File: config.mk
export PLATFORM = sky130hd
export DESIGN_NAME = rotor_emulator
export DESIGN_NICKNAME = d
export VERILOG_FILES = /design/src/rtl/rotor_pkg.sv /design/src/rtl/rotor_lfsr16.sv /design/src/rtl/rotor_emulator.sv
export SDC_FILE = /design/constraint.sdc
export NUM_CORES = 1
export LEC_CHECK = 0
export ABC_CLOCK_PERIOD_IN_PS = 5600
export BUFFER_PORTS_ARGS = -buffer_cell sky130_fd_sc_hd__buf_2
export CORE_MARGIN = 4
export CORE_UTILIZATION = 60
export DETAILED_ROUTE_END_ITERATION = 10
export PLACE_DENSITY_LB_ADDON = 0.12
export SKIP_LAST_GASP = 1
export SLEW_MARGIN = 20
export SYNTH_ARGS = -nofsm -noshare
export SYNTH_HDL_FRONTEND = slang
export SYNTH_SLANG_ARGS = --single-unit
File: constraint.sdc
create_clock -name CLK50MHZ -period 5.6 [get_ports CLK50MHZ]
set_input_delay 1.68 -clock CLK50MHZ [delete_from_list [all_inputs] [get_ports CLK50MHZ]]
set_output_delay 1.68 -clock CLK50MHZ [all_outputs]
set_load 0.1 [all_outputs]
File: src/rtl/rotor_pkg.sv
// Shared types and constants for the rotary shaft encoder emulator.
package rotor_pkg;

    typedef enum logic [2:0] {
        IDLE,
        PH1,
        PH2,
        PH3,
        PH4,
        PRESS,
        RELEASE
    } rotor_state_e;

    localparam logic DIR_CW    = 1'b1;
    localparam logic DIR_CCW   = 1'b0;
    localparam logic LINE_IDLE = 1'b0;

    // Bits needed to count 0..value-1; never less than one bit.
    function automatic int clog2(input int value);
        int bits;
        bits = 0;
        for (int v = value - 1; v > 0; v = v >> 1) begin
            bits++;
        end
        return (bits < 1) ? 1 : bits;
    endfunction

endpackage

File: src/rtl/rotor_lfsr16.sv
// Free-running 16-bit Fibonacci LFSR (taps 16,14,13,11) supplying contact chatter.
module rotor_lfsr16 #(
    parameter logic [15:0] SEED = 16'hACE1
) (
    input  logic clk,
    input  logic rst_n,
    input  logic enable,
    output logic chatter
);

    logic [15:0] q;
    logic        feedback;

    assign feedback = q[15] ^ q[13] ^ q[12] ^ q[10];
    assign chatter  = q[0];

    // NOTE: sequential state is written with non-blocking assignments so every
    // register samples pre-edge values, independent of statement order.
    always_ff @(posedge clk or negedge rst_n) begin
        if (!rst_n) begin
            q <= SEED;
        end else if (enable) begin
            q <= {q[14:0], feedback};
        end
    end

endmodule

File: src/rtl/rotor_emulator.sv
// Emulates the rotary encoder's A/B quadrature and centre-button lines from a
// command handshake, with optional chatter on the line that changes.
module rotor_emulator
    import rotor_pkg::*;
#(
    parameter int          PHASE_CYCLES  = 50000,
    parameter int          BOUNCE_CYCLES = 0,
    parameter int          PRESS_CYCLES  = 500000,
    parameter logic [15:0] LFSR_SEED     = 16'hACE1
) (
    input  logic CLK50MHZ,
    input  logic RST,
    input  logic cmd_valid,
    output logic cmd_ready,
    input  logic cmd_press,
    input  logic cmd_dir,
    output logic done,
    output logic ROT_A,
    output logic ROT_B,
    output logic ROT_CENTER
);

    localparam int MAX_CYCLES = (PHASE_CYCLES > PRESS_CYCLES) ? PHASE_CYCLES : PRESS_CYCLES;
    localparam int CW         = clog2(MAX_CYCLES);

    localparam logic [CW-1:0] PHASE_LAST  = CW'(PHASE_CYCLES - 1);
    localparam logic [CW-1:0] PRESS_LAST  = CW'(PRESS_CYCLES - 1);
    localparam bit            BOUNCE_EN   = (BOUNCE_CYCLES > 0);
    localparam logic [CW-1:0] BOUNCE_LAST = BOUNCE_EN ? CW'(BOUNCE_CYCLES - 1) : '0;

    rotor_state_e  state, state_next;
    logic [CW-1:0] counter, counter_next;
    logic          dir_q, dir_next;
    logic          a_next, b_next, c_next;
    logic          done_next;
    logic          chatter;

    // Levels expressed in clockwise order (x leads y); mapped onto A/B by direction.
    logic          x_tgt, y_tgt, chg_x, chg_y, chg_c;
    logic          bouncing;

    rotor_lfsr16 #(.SEED(LFSR_SEED)) u_lfsr (
        .clk     (CLK50MHZ),
        .rst_n   (RST),
        .enable  (1'b1),
        .chatter (chatter)
    );

    // NOTE: every signal written here gets a default first so no path leaves it
    // unassigned, which would otherwise infer a latch.
    always_comb begin
        state_next = state;
        dir_next   = dir_q;
        unique case (state)
            IDLE: begin
                if (cmd_valid) begin
                    if (cmd_press) begin
                        state_next = PRESS;
                    end else begin
                        state_next = PH1;
                        dir_next   = cmd_dir;
                    end
                end
            end
            PH1:     if (counter == PHASE_LAST) state_next = PH2;
            PH2:     if (counter == PHASE_LAST) state_next = PH3;
            PH3:     if (counter == PHASE_LAST) state_next = PH4;
            PH4:     if (counter == PHASE_LAST) state_next = IDLE;
            PRESS:   if (counter == PRESS_LAST) state_next = RELEASE;
            RELEASE: if (counter == PRESS_LAST) state_next = IDLE;
            default: state_next = IDLE;
        endcase

        if (state_next != state || state == IDLE) begin
            counter_next = '0;
        end else begin
            counter_next = counter + 1'b1;
        end

        done_next = (state != IDLE) && (state_next == IDLE);
    end

    // Output levels are computed for the cycle being entered, so the registered
    // lines show the new phase at the very edge that enters it.
    always_comb begin
        x_tgt  = LINE_IDLE;
        y_tgt  = LINE_IDLE;
        chg_x  = 1'b0;
        chg_y  = 1'b0;
        chg_c  = 1'b0;
        c_next = LINE_IDLE;
        unique case (state_next)
            PH1:     begin x_tgt = 1'b1; y_tgt = 1'b0; chg_x = 1'b1; end
            PH2:     begin x_tgt = 1'b1; y_tgt = 1'b1; chg_y = 1'b1; end
            PH3:     begin x_tgt = 1'b0; y_tgt = 1'b1; chg_x = 1'b1; end
            PH4:     begin x_tgt = 1'b0; y_tgt = 1'b0; chg_y = 1'b1; end
            PRESS:   begin c_next = 1'b1; chg_c = 1'b1; end
            RELEASE: begin c_next = 1'b0; chg_c = 1'b1; end
            default: ;
        endcase

        bouncing = BOUNCE_EN && (counter_next <= BOUNCE_LAST);

        a_next = (dir_next == DIR_CW) ? x_tgt : y_tgt;
        b_next = (dir_next == DIR_CW) ? y_tgt : x_tgt;
        if (bouncing) begin
            if ((dir_next == DIR_CW) ? chg_x : chg_y) a_next = chatter;
            if ((dir_next == DIR_CW) ? chg_y : chg_x) b_next = chatter;
            if (chg_c) c_next = chatter;
        end
    end

    always_ff @(posedge CLK50MHZ or negedge RST) begin
        if (!RST) begin
            state      <= IDLE;
            counter    <= '0;
            dir_q      <= DIR_CW;
            ROT_A      <= LINE_IDLE;
            ROT_B      <= LINE_IDLE;
            ROT_CENTER <= LINE_IDLE;
            done       <= 1'b0;
            cmd_ready  <= 1'b1;
        end else begin
            state      <= state_next;
            counter    <= counter_next;
            dir_q      <= dir_next;
            ROT_A      <= a_next;
            ROT_B      <= b_next;
            ROT_CENTER <= c_next;
            done       <= done_next;
            cmd_ready  <= (state_next == IDLE);
        end
    end

endmodule

==> impl_summary.txt, run 1 <==
----------------------------------------------------
[Outcome]
  Status ... finished, final reports clean

[Pwr]
  Share of total power in the clock network ... 0.384
  Total design power ... 0.0003395 W
  Areal power density over the cells ... 206.3 nW/um^2
  Gate power share ... 0.018
  Leakage Power ... 0.6774 nW
  Cell internal pwr ... 0.0002768 W
  Maximum vdd ir drop ... 0.1337 mV
  Net switching share of the total power ... 0.1847
  Power share of the sequential group ... 0.598
  Switch Pwr ... 0.00006271 W

[Synth]
  Cell with the most instances after synthesis ... nor2_1
  Post-synthesis cell area ... 1536 sq um
  Area leader, netlist ... dfrtp_1
  Synth Net Count ... 170
  Mean instance size in the synthesized netlist ... 9.369 sq um
  Post-synthesis register bit count ... 28
  Proportion of synthesized flip-flops having asynchronous set or reset ... 1.000
  Most used flip-flop cell after synthesis ... dfrtp_1
  Number of enable-type register cells in the synthesized netlist ... 0
  Share of the yosys chip area belonging to registers ... 0.4577
  Ys Warns ... 0
  Cells taking the most area after synthesis ... dfrtp_1, nor2_1, xor2_1
  Most used standard cells in the synthesized netlist ... nor2_1, dfrtp_1, nand2_1, nand3_1, xor2_1
  Number of standard cells after synthesis ... 164
  Top cell type's share of synthesized area ... 0.4235
  Cell variety after synth ... 38

[Global routing]
  Overflow left after global routing ... 0
  Vias in the first global route ... 1,314
  Global-route wire length before repair ... 5637 microns
  Number of antenna violations at the first check in global routing ... 0
  Largest net degree at the start of global routing ... 29
  Total track usage ... 0.2122

[STA]
  Setup Total Neg Slack ... 0 ps
  Final Setup Violations ... 0
  Final cycle utilization of the critical path ... 0.5304
  Post-route minimum period ... 2970 ps
  Slew at the pin closest to its max-slew limit ... 794.1 ps
  Peak Freq ... 0.3367 GHz
  Final hold violations ... 0
  Slew Viols, Final ... 0
  Worst relative slew slack ... 0.4693
  Post-Route Skew ... 4.008 ps
  Unrepaired setup endpoints after global routing ... false

[Layout]
  Fraction of final layout cells sized beyond drive strength 1 ... 0.1453
  Combined area of the multi-input logic cells ... 784.5 sq um
  Count of placed standard cells in the final layout, fillers left out ... 202
  Antenna cells ... 0
  Area of all sequential standard cells ... 703.2 sq um
  Final Core Density ... 0.6702
  Count of fill cells added during filler insertion ... 211
  Synth-to-layout area growth ... 7.085%
  Final net count ... 179

[Worst setup path]
  WP data required ... 3920 ps
  Buffering stage count on the worst path with inverters included ... 1
  Setup Crit Path Kind ... flop to output pin
  Cell with the largest stage delay on the worst path ... dfstp_2
  Stages on the worst setup path ... 1
  Delay of the slowest critical-path stage ... 550 ps
  Startpoint kind of the worst setup timing path ... flop
  Worst Reg-to-Reg Cells ... 7
  Worst path top cell family by delay ... flip-flops
  Worst Path Max Fanout ... 1
  Crit end category ... output pin
  Data arrival time of the worst path ... 1290 ps
  Chain of cells forming the critical path ... buf_2

[CTS]
  Number of gates resized after CTS ... 0
  Clock transition time at the flip-flop clock pins of the worst setup and hold paths ... 150 ps
  Number of buffers added for setup after CTS ... 0
  CTS hold repair buffers ... 0
  TritonCTS clock tree ... yes
  Number of levels the H-tree was split into ... 1
  Number of clock buffers inserted by TritonCTS ... 3
  Insertion delay of the later-clocked pin in the worst-skew pair ... 320 ps
  Clock Path Buffers ... 2
  Sinks on the clock net ... 28
  Master cell of the clock root buffer ... clkbuf_4

[Place]
  GP Congestion ... 0.8595
  # port buffers ... 9
  Estimated wirelength of the detail-placed design ... 2307 microns
  Placed cells ... 198

[Routing]
  Drt drc ... 0
  Mean number of vias per cell ... 6.149
  Final wirelength ... 3202 microns
  Length of the first detailed-routing pass in iterations ... 5
  Post-detailed-route count of antenna-violating nets ... 0
  Routed via count ... 1,242
  Per-cell routed wire length ... 15.85 microns
  First-iteration detailed-routing DRC count ... 36

[Worst hold path]
  WHS Path Cells ... 1
  Worst hold path class ... flop to flop

[Floorplan]
  Total die area ... 3435 sq um
  Core region area ... 2455 sq um
  Site Rows ... 18
  Chip height ... 58.61 microns
  Effective utilization at floorplan ... 0.6259
  Number of top-level pins ... 10
  Width of the die ... 58.61 microns

[Run]
  Maximum Capacitance Violations ... 0

----------------------------------------------------
-- placed cells by master, fill, tap and decap left out, drive strengths merged, types with 5 or more instances in the layout --
cell type   n
xnor2       8
nand3      11
o21ai       5
buf         9
xor2       10
inv         6
dfrtp      26
nand2      12
nor2       28
nor3        6
-- logic make-up after synthesis --
group,synth area share
AOI/OAI and AO/OA,0.09610
xor gates and xnor gates,0.1026
adders and majority gates,0.008142
buffers and inverters,0.03175
DFF,0.4577
muxes,0.02199
and+or+nand+nor,0.2818
-- routing by layer --
layer,wire length (microns),GRT usage,up-vias
li1,-,-,590
met1,1270,0.2331,613
met2,1741,0.3971,29
met3,117,0.02851,10
met4,73,0.1036,0
met5,0,0,-
-- registers in the layout (all words and copies together), names as in the netlist --
signal,flops
dir_q,1
ROT_CENTER,1
ROT_B,1
ROT_A,1
cmd_ready,1
counter,19
done,1
state,3
-- stage by stage --
step	hold slack [ps]	cell area [sq um]	setup slack (ps)
floorplan	443.7	1536	2777
global placement	464.0	1593	2609
detailed placement	479.7	1593	2509
CTS	499.2	1645	2607
global route	536.1	1645	2497
finish	496.2	1645	2630
-- final cells by class --
class / instances / area share
Inverter: 6 / 0.01369
Clock buffer: 3 / 0.01369
Clock inverter: 1 / 0.01825
Tap cell: 30 / 0.02281
Multi-Input combinational cell: 125 / 0.4768
Timing Repair Buffer: 9 / 0.02738
Sequential cell: 28 / 0.4274
-- path summary, 6_finish.rpt --
check | start | to | slack [ps]
max in group asynchronous | RST | counter[0] | 3860
worst max-delay path | cmd_ready | cmd_ready | 2630
min in group asynchronous | RST | done | 1340
worst min-delay path | counter[0] | counter[0] | 500
worst min register to register | counter[0] | counter[0] | 500
worst max register to register | counter[0] | counter[15] | 2700
-- power groups by stage --
| stage | clock, W | combinational (W) | sequential (W) |
|---|---|---|---|
| 4_1_cts | 0.000135 | 0.00000646 | 0.000203 |
| 6_report | 0.000130 | 0.00000614 | 0.000203 |
| 5_1_grt | 0.000142 | 0.00000713 | 0.000203 |
| 3_3_place_gp | 0 | 0.00000613 | 0.000207 |
| 3_5_place_dp | 0 | 0.00000644 | 0.000207 |
| 2_1_floorplan | 0 | 0.000000939 | 0.000207 |
(Power assumes the default switching activity.)
==> inputs of run 2 (changes only) <==
--- a/config.mk
+++ b/config.mk
@@ -5,8 +5,10 @@
 export SDC_FILE = /design/constraint.sdc
 export NUM_CORES = 1
 export LEC_CHECK = 0
-export ABC_CLOCK_PERIOD_IN_PS = 5600
+export ABC_AREA = 1
+export ABC_CLOCK_PERIOD_IN_PS = 3100
 export BUFFER_PORTS_ARGS = -buffer_cell sky130_fd_sc_hd__buf_2
+export CORE_ASPECT_RATIO = 0.5
 export CORE_MARGIN = 4
 export CORE_UTILIZATION = 60
 export DETAILED_ROUTE_END_ITERATION = 10
==> constraint.sdc (replaced) <==
create_clock -name CLK50MHZ -period 3.1 [get_ports CLK50MHZ]
set_input_delay 0.93 -clock CLK50MHZ [delete_from_list [all_inputs] [get_ports CLK50MHZ]]
set_output_delay 0.93 -clock CLK50MHZ [all_outputs]
set_load 0.1 [all_outputs]
==> run 2 against run 1 <==
  * First-iteration DRC count rose to 3.4 times the previous value
  * Flip-flop and latch count unchanged
  * Non-clock buffer count is the same
  * Global-route usage down 0.30 points
  * Combinational power is 57% higher
  * Count of clock-buffer cells in the layout increased by 1
  * Setup slack worse by 1700 ps
  * Clock power increased by 72%
  * Design area increased by 16%
  * Wire length increased by 16%
  * Power is 76% higher
  * Largest power group unchanged
==> impl_summary.txt, run 2 <==
----------------------------------------------------
[Pwr]
  Maximum vdd ir drop ... 0.1816 mV (+36%)
  Cell internal pwr ... 0.0004806 W (+74%)
  Total design power ... 0.0005975 W (+76%)
  Areal power density over the cells ... 312.1 nW/um^2 (+51%)
  Leakage Power ... 0.8918 nW (+32%)
  Net switching share of the total power ... 0.1957 (+0.01099)
  Switch Pwr ... 0.0001170 W (+86%)
  Gate power share ... 0.016 (-0.002)
  Power share of the sequential group ... 0.611 (+0.013)
  Share of total power in the clock network ... 0.373 (-0.011)

[Synth]
  Most used standard cells in the synthesized netlist ... nand2_1, dfrtp_1, inv_1, nor2_1, nor3_2
  Post-synthesis register bit count ... 28 (unchanged)
  Cell variety after synth ... 28 (-26%)
  Mean instance size in the synthesized netlist ... 7.906 sq um (-16%)
  Share of the yosys chip area belonging to registers ... 0.3834 (-0.07430)
  Number of standard cells after synthesis ... 232 (+41%)
  Post-synthesis cell area ... 1834 sq um (+19%)
  Proportion of synthesized flip-flops having asynchronous set or reset ... 1.000 (unchanged)
  Top cell type's share of synthesized area ... 0.3547 (-0.06875)
  Most used flip-flop cell after synthesis ... dfrtp_1
  Ys Warns ... 0 (unchanged)
  Area leader, netlist ... dfrtp_1
  Number of enable-type register cells in the synthesized netlist ... 0 (unchanged)
  Cells taking the most area after synthesis ... dfrtp_1, nand2_1, nor3_2
  Cell with the most instances after synthesis ... nand2_1
  Synth Net Count ... 238 (+40%)

[CTS]
  Number of gates resized after CTS ... 0 (unchanged)
  Clock Path Buffers ... 2 (unchanged)
  Insertion delay of the later-clocked pin in the worst-skew pair ... 270 ps (-50 ps)
  Number of levels the H-tree was split into ... 1 (unchanged)
  Sinks on the clock net ... 28 (unchanged)
  Master cell of the clock root buffer ... clkbuf_8
  Number of clock buffers inserted by TritonCTS ... 3 (unchanged)
  CTS hold repair buffers ... 0 (unchanged)
  Number of buffers added for setup after CTS ... 0 (unchanged)
  TritonCTS clock tree ... yes
  Clock transition time at the flip-flop clock pins of the worst setup and hold paths ... 90 ps (-60 ps)

[Routing]
  Final wirelength ... 3706 microns (+16%)
  First-iteration detailed-routing DRC count ... 124 (+240%)
  Post-detailed-route count of antenna-violating nets ... 0 (unchanged)
  Routed via count ... 1,505 (+21%)
  Length of the first detailed-routing pass in iterations ... 4 (-1)
  Drt drc ... 0 (unchanged)
  Per-cell routed wire length ... 13.53 microns (-15%)
  Mean number of vias per cell ... 5.493 (-11%)

[Worst setup path]
  Worst Reg-to-Reg Cells ... 10 (+3)
  Stages on the worst setup path ... 10 (+9)
  Delay of the slowest critical-path stage ... 430 ps (-120 ps)
  Worst path top cell family by delay ... simple AND/OR/NAND/NOR gates
  Chain of cells forming the critical path ... ha_1 -> nand3_2 -> nor2_2 -> nand3_2 -> nand2_2 -> nand2_1 -> nor2_1 -> nand3_1 -> nand2_2 -> nor3_1
  Data arrival time of the worst path ... 2340 ps (+1050 ps)
  Setup Crit Path Kind ... flop to flop
  Buffering stage count on the worst path with inverters included ... 0 (-1)
  Startpoint kind of the worst setup timing path ... flop
  Cell with the largest stage delay on the worst path ... dfrtp_1
  Crit end category ... flop
  WP data required ... 3230 ps (-690 ps)
  Launch instance of the worst register-to-register path ... counter[0]
  First element of the critical path ... counter[0]
  Worst Path Max Fanout ... 19 (+18)

[STA]
  Peak Freq ... 0.4530 GHz
  Worst relative slew slack ... 0.5871 (+0.1178)
  Post-route minimum period ... 2207 ps
  Final Setup Violations ... 0 (unchanged)
  Post-Route Skew ... 3.099 ps (-0.9090 ps)
  Final cycle utilization of the critical path ... 0.7120
  Setup Total Neg Slack ... 0 ps (unchanged)
  Final hold violations ... 0 (unchanged)
  Slew at the pin closest to its max-slew limit ... 619.3 ps (-174.8 ps)
  Unrepaired setup endpoints after global routing ... false
  Slew Viols, Final ... 0 (unchanged)
  Worst slack on hold paths ... 531.9 ps (+35.69 ps)

[Global routing]
  Number of antenna violations at the first check in global routing ... 0 (unchanged)
  Global-route wire length before repair ... 6541 microns (+16%)
  Vias in the first global route ... 1,429 (+8.8%)
  Overflow left after global routing ... 0 (unchanged)
  Largest net degree at the start of global routing ... 29 (unchanged)
  Total track usage ... 0.2092 (-0.003040)

[Layout]
  Count of fill cells added during filler insertion ... 221 (+4.7%)
  Final Core Density ... 0.6964 (+0.02617)
  Antenna cells ... 0 (unchanged)
  Flip-flop count of the largest register, all copies and words added ... 19 (unchanged)
  Highest-count cells in the layout ignoring fill and taps ... nand2_1, dfrtp_1, inv_1, nor2_1, nor3_2
  Largest registers in the final layout ... counter (19), state (3)
  Fraction of final layout cells sized beyond drive strength 1 ... 0.2278 (+0.08250)
  Most frequent standard cell in the layout excluding fill and tap cells ... nand2_1
  Largest Register ... counter
  Synth-to-layout area growth ... 4.366%
  Final net count ... 244 (+36%)
  Count of placed standard cells in the final layout, fillers left out ... 274 (+36%)

[Floorplan]
  Chip height ... 47.10 microns (-20%)
  Effective utilization at floorplan ... 0.6673 (+0.04138)
  Total die area ... 4059 sq um (+18%)
  Number of top-level pins ... 10 (unchanged)
  Width of the die ... 86.20 microns (+47%)
  Site Rows ... 13 (-5)
  Core region area ... 2749 sq um (+12%)

[Worst hold path]
  WHS Path Cells ... 1 (unchanged)
  Worst hold path class ... flop to flop
  Worst hold start ... counter[0]

[Place]
  Placed cells ... 270 (+36%)
  # port buffers ... 9 (unchanged)
  GP Congestion ... 0.8302 (-3.4%)
  Estimated wirelength of the detail-placed design ... 2669 microns (+16%)

[Outcome]
  Status ... finished, final reports clean

[Run]
  Maximum Capacitance Violations ... 0 (unchanged)

----------------------------------------------------
run 2: cell count changes after synthesis, moves of 5 or more:
cell     previous run  this run
nand2_1            12        54
inv_1               6        23
nor3_2              0        14
inv_2               0         7
nor3_1              6        13
nand4_1             4         9
nor2_1             28        23
nor2_2              0         5
run 2: worst paths after layout:
path | to | slack, ps
min in group asynchronous | counter[13] | 660
min reg2reg | counter[0] | 530
min | counter[0] | 530
max in group asynchronous | counter[8] | 2030
max | counter[7] | 890
max reg2reg | counter[7] | 890
run 2: layout make-up:
class / instances / area (sq um) / share of cell area
clock buffer: 4 / 55.05 / 0.02876
inverter: 31 / 117.6 / 0.06144
multi-input combinational: 165 / 947.2 / 0.4948
sequential: 28 / 703.2 / 0.3673
tap: 37 / 46.29 / 0.02418
timing repair buffer: 9 / 45.04 / 0.02353
run 2: power by group through the flow:
stage	clock network, W	logic, W	registers (W)
final	0.000223	0.00000962	0.000365
after floorplan	0	0.000000232	0.000372
after global placement	0	0.00000975	0.000372
after global routing	0.000252	0.0000116	0.000365
after detailed placement	0	0.0000102	0.000372
after CTS	0.000230	0.0000102	0.000365
run 2: logic make-up (layout without fill, tap and decap cells):
family	after synthesis	in the layout	share of synthesized area
and+or+nand+nor	143	143	0.4140
buffers and inverters	39	44	0.1003
DFF	28	28	0.3834
xor gates and xnor gates	17	17	0.08117
AOI/OAI and AO/OA	4	4	0.01432
adders and majority gates	1	1	0.006820
run 2: stage by stage:
step	cell area (sq um)	setup WS, ps
3_5_place_dp	1859	830.4
6_report	1914	892.7
5_1_grt	1914	818.5
4_1_cts	1914	895.1
3_3_place_gp	1859	900.9
2_1_floorplan	1834	1130
run 2: layer usage:
metal  share of wire  up-vias  track usage
met5               0        -            0
met4          0.0073        0      0.04037
met3           0.065        4      0.05604
met2            0.46       47       0.3614
met1            0.47      709       0.2753
li1                -      745            -
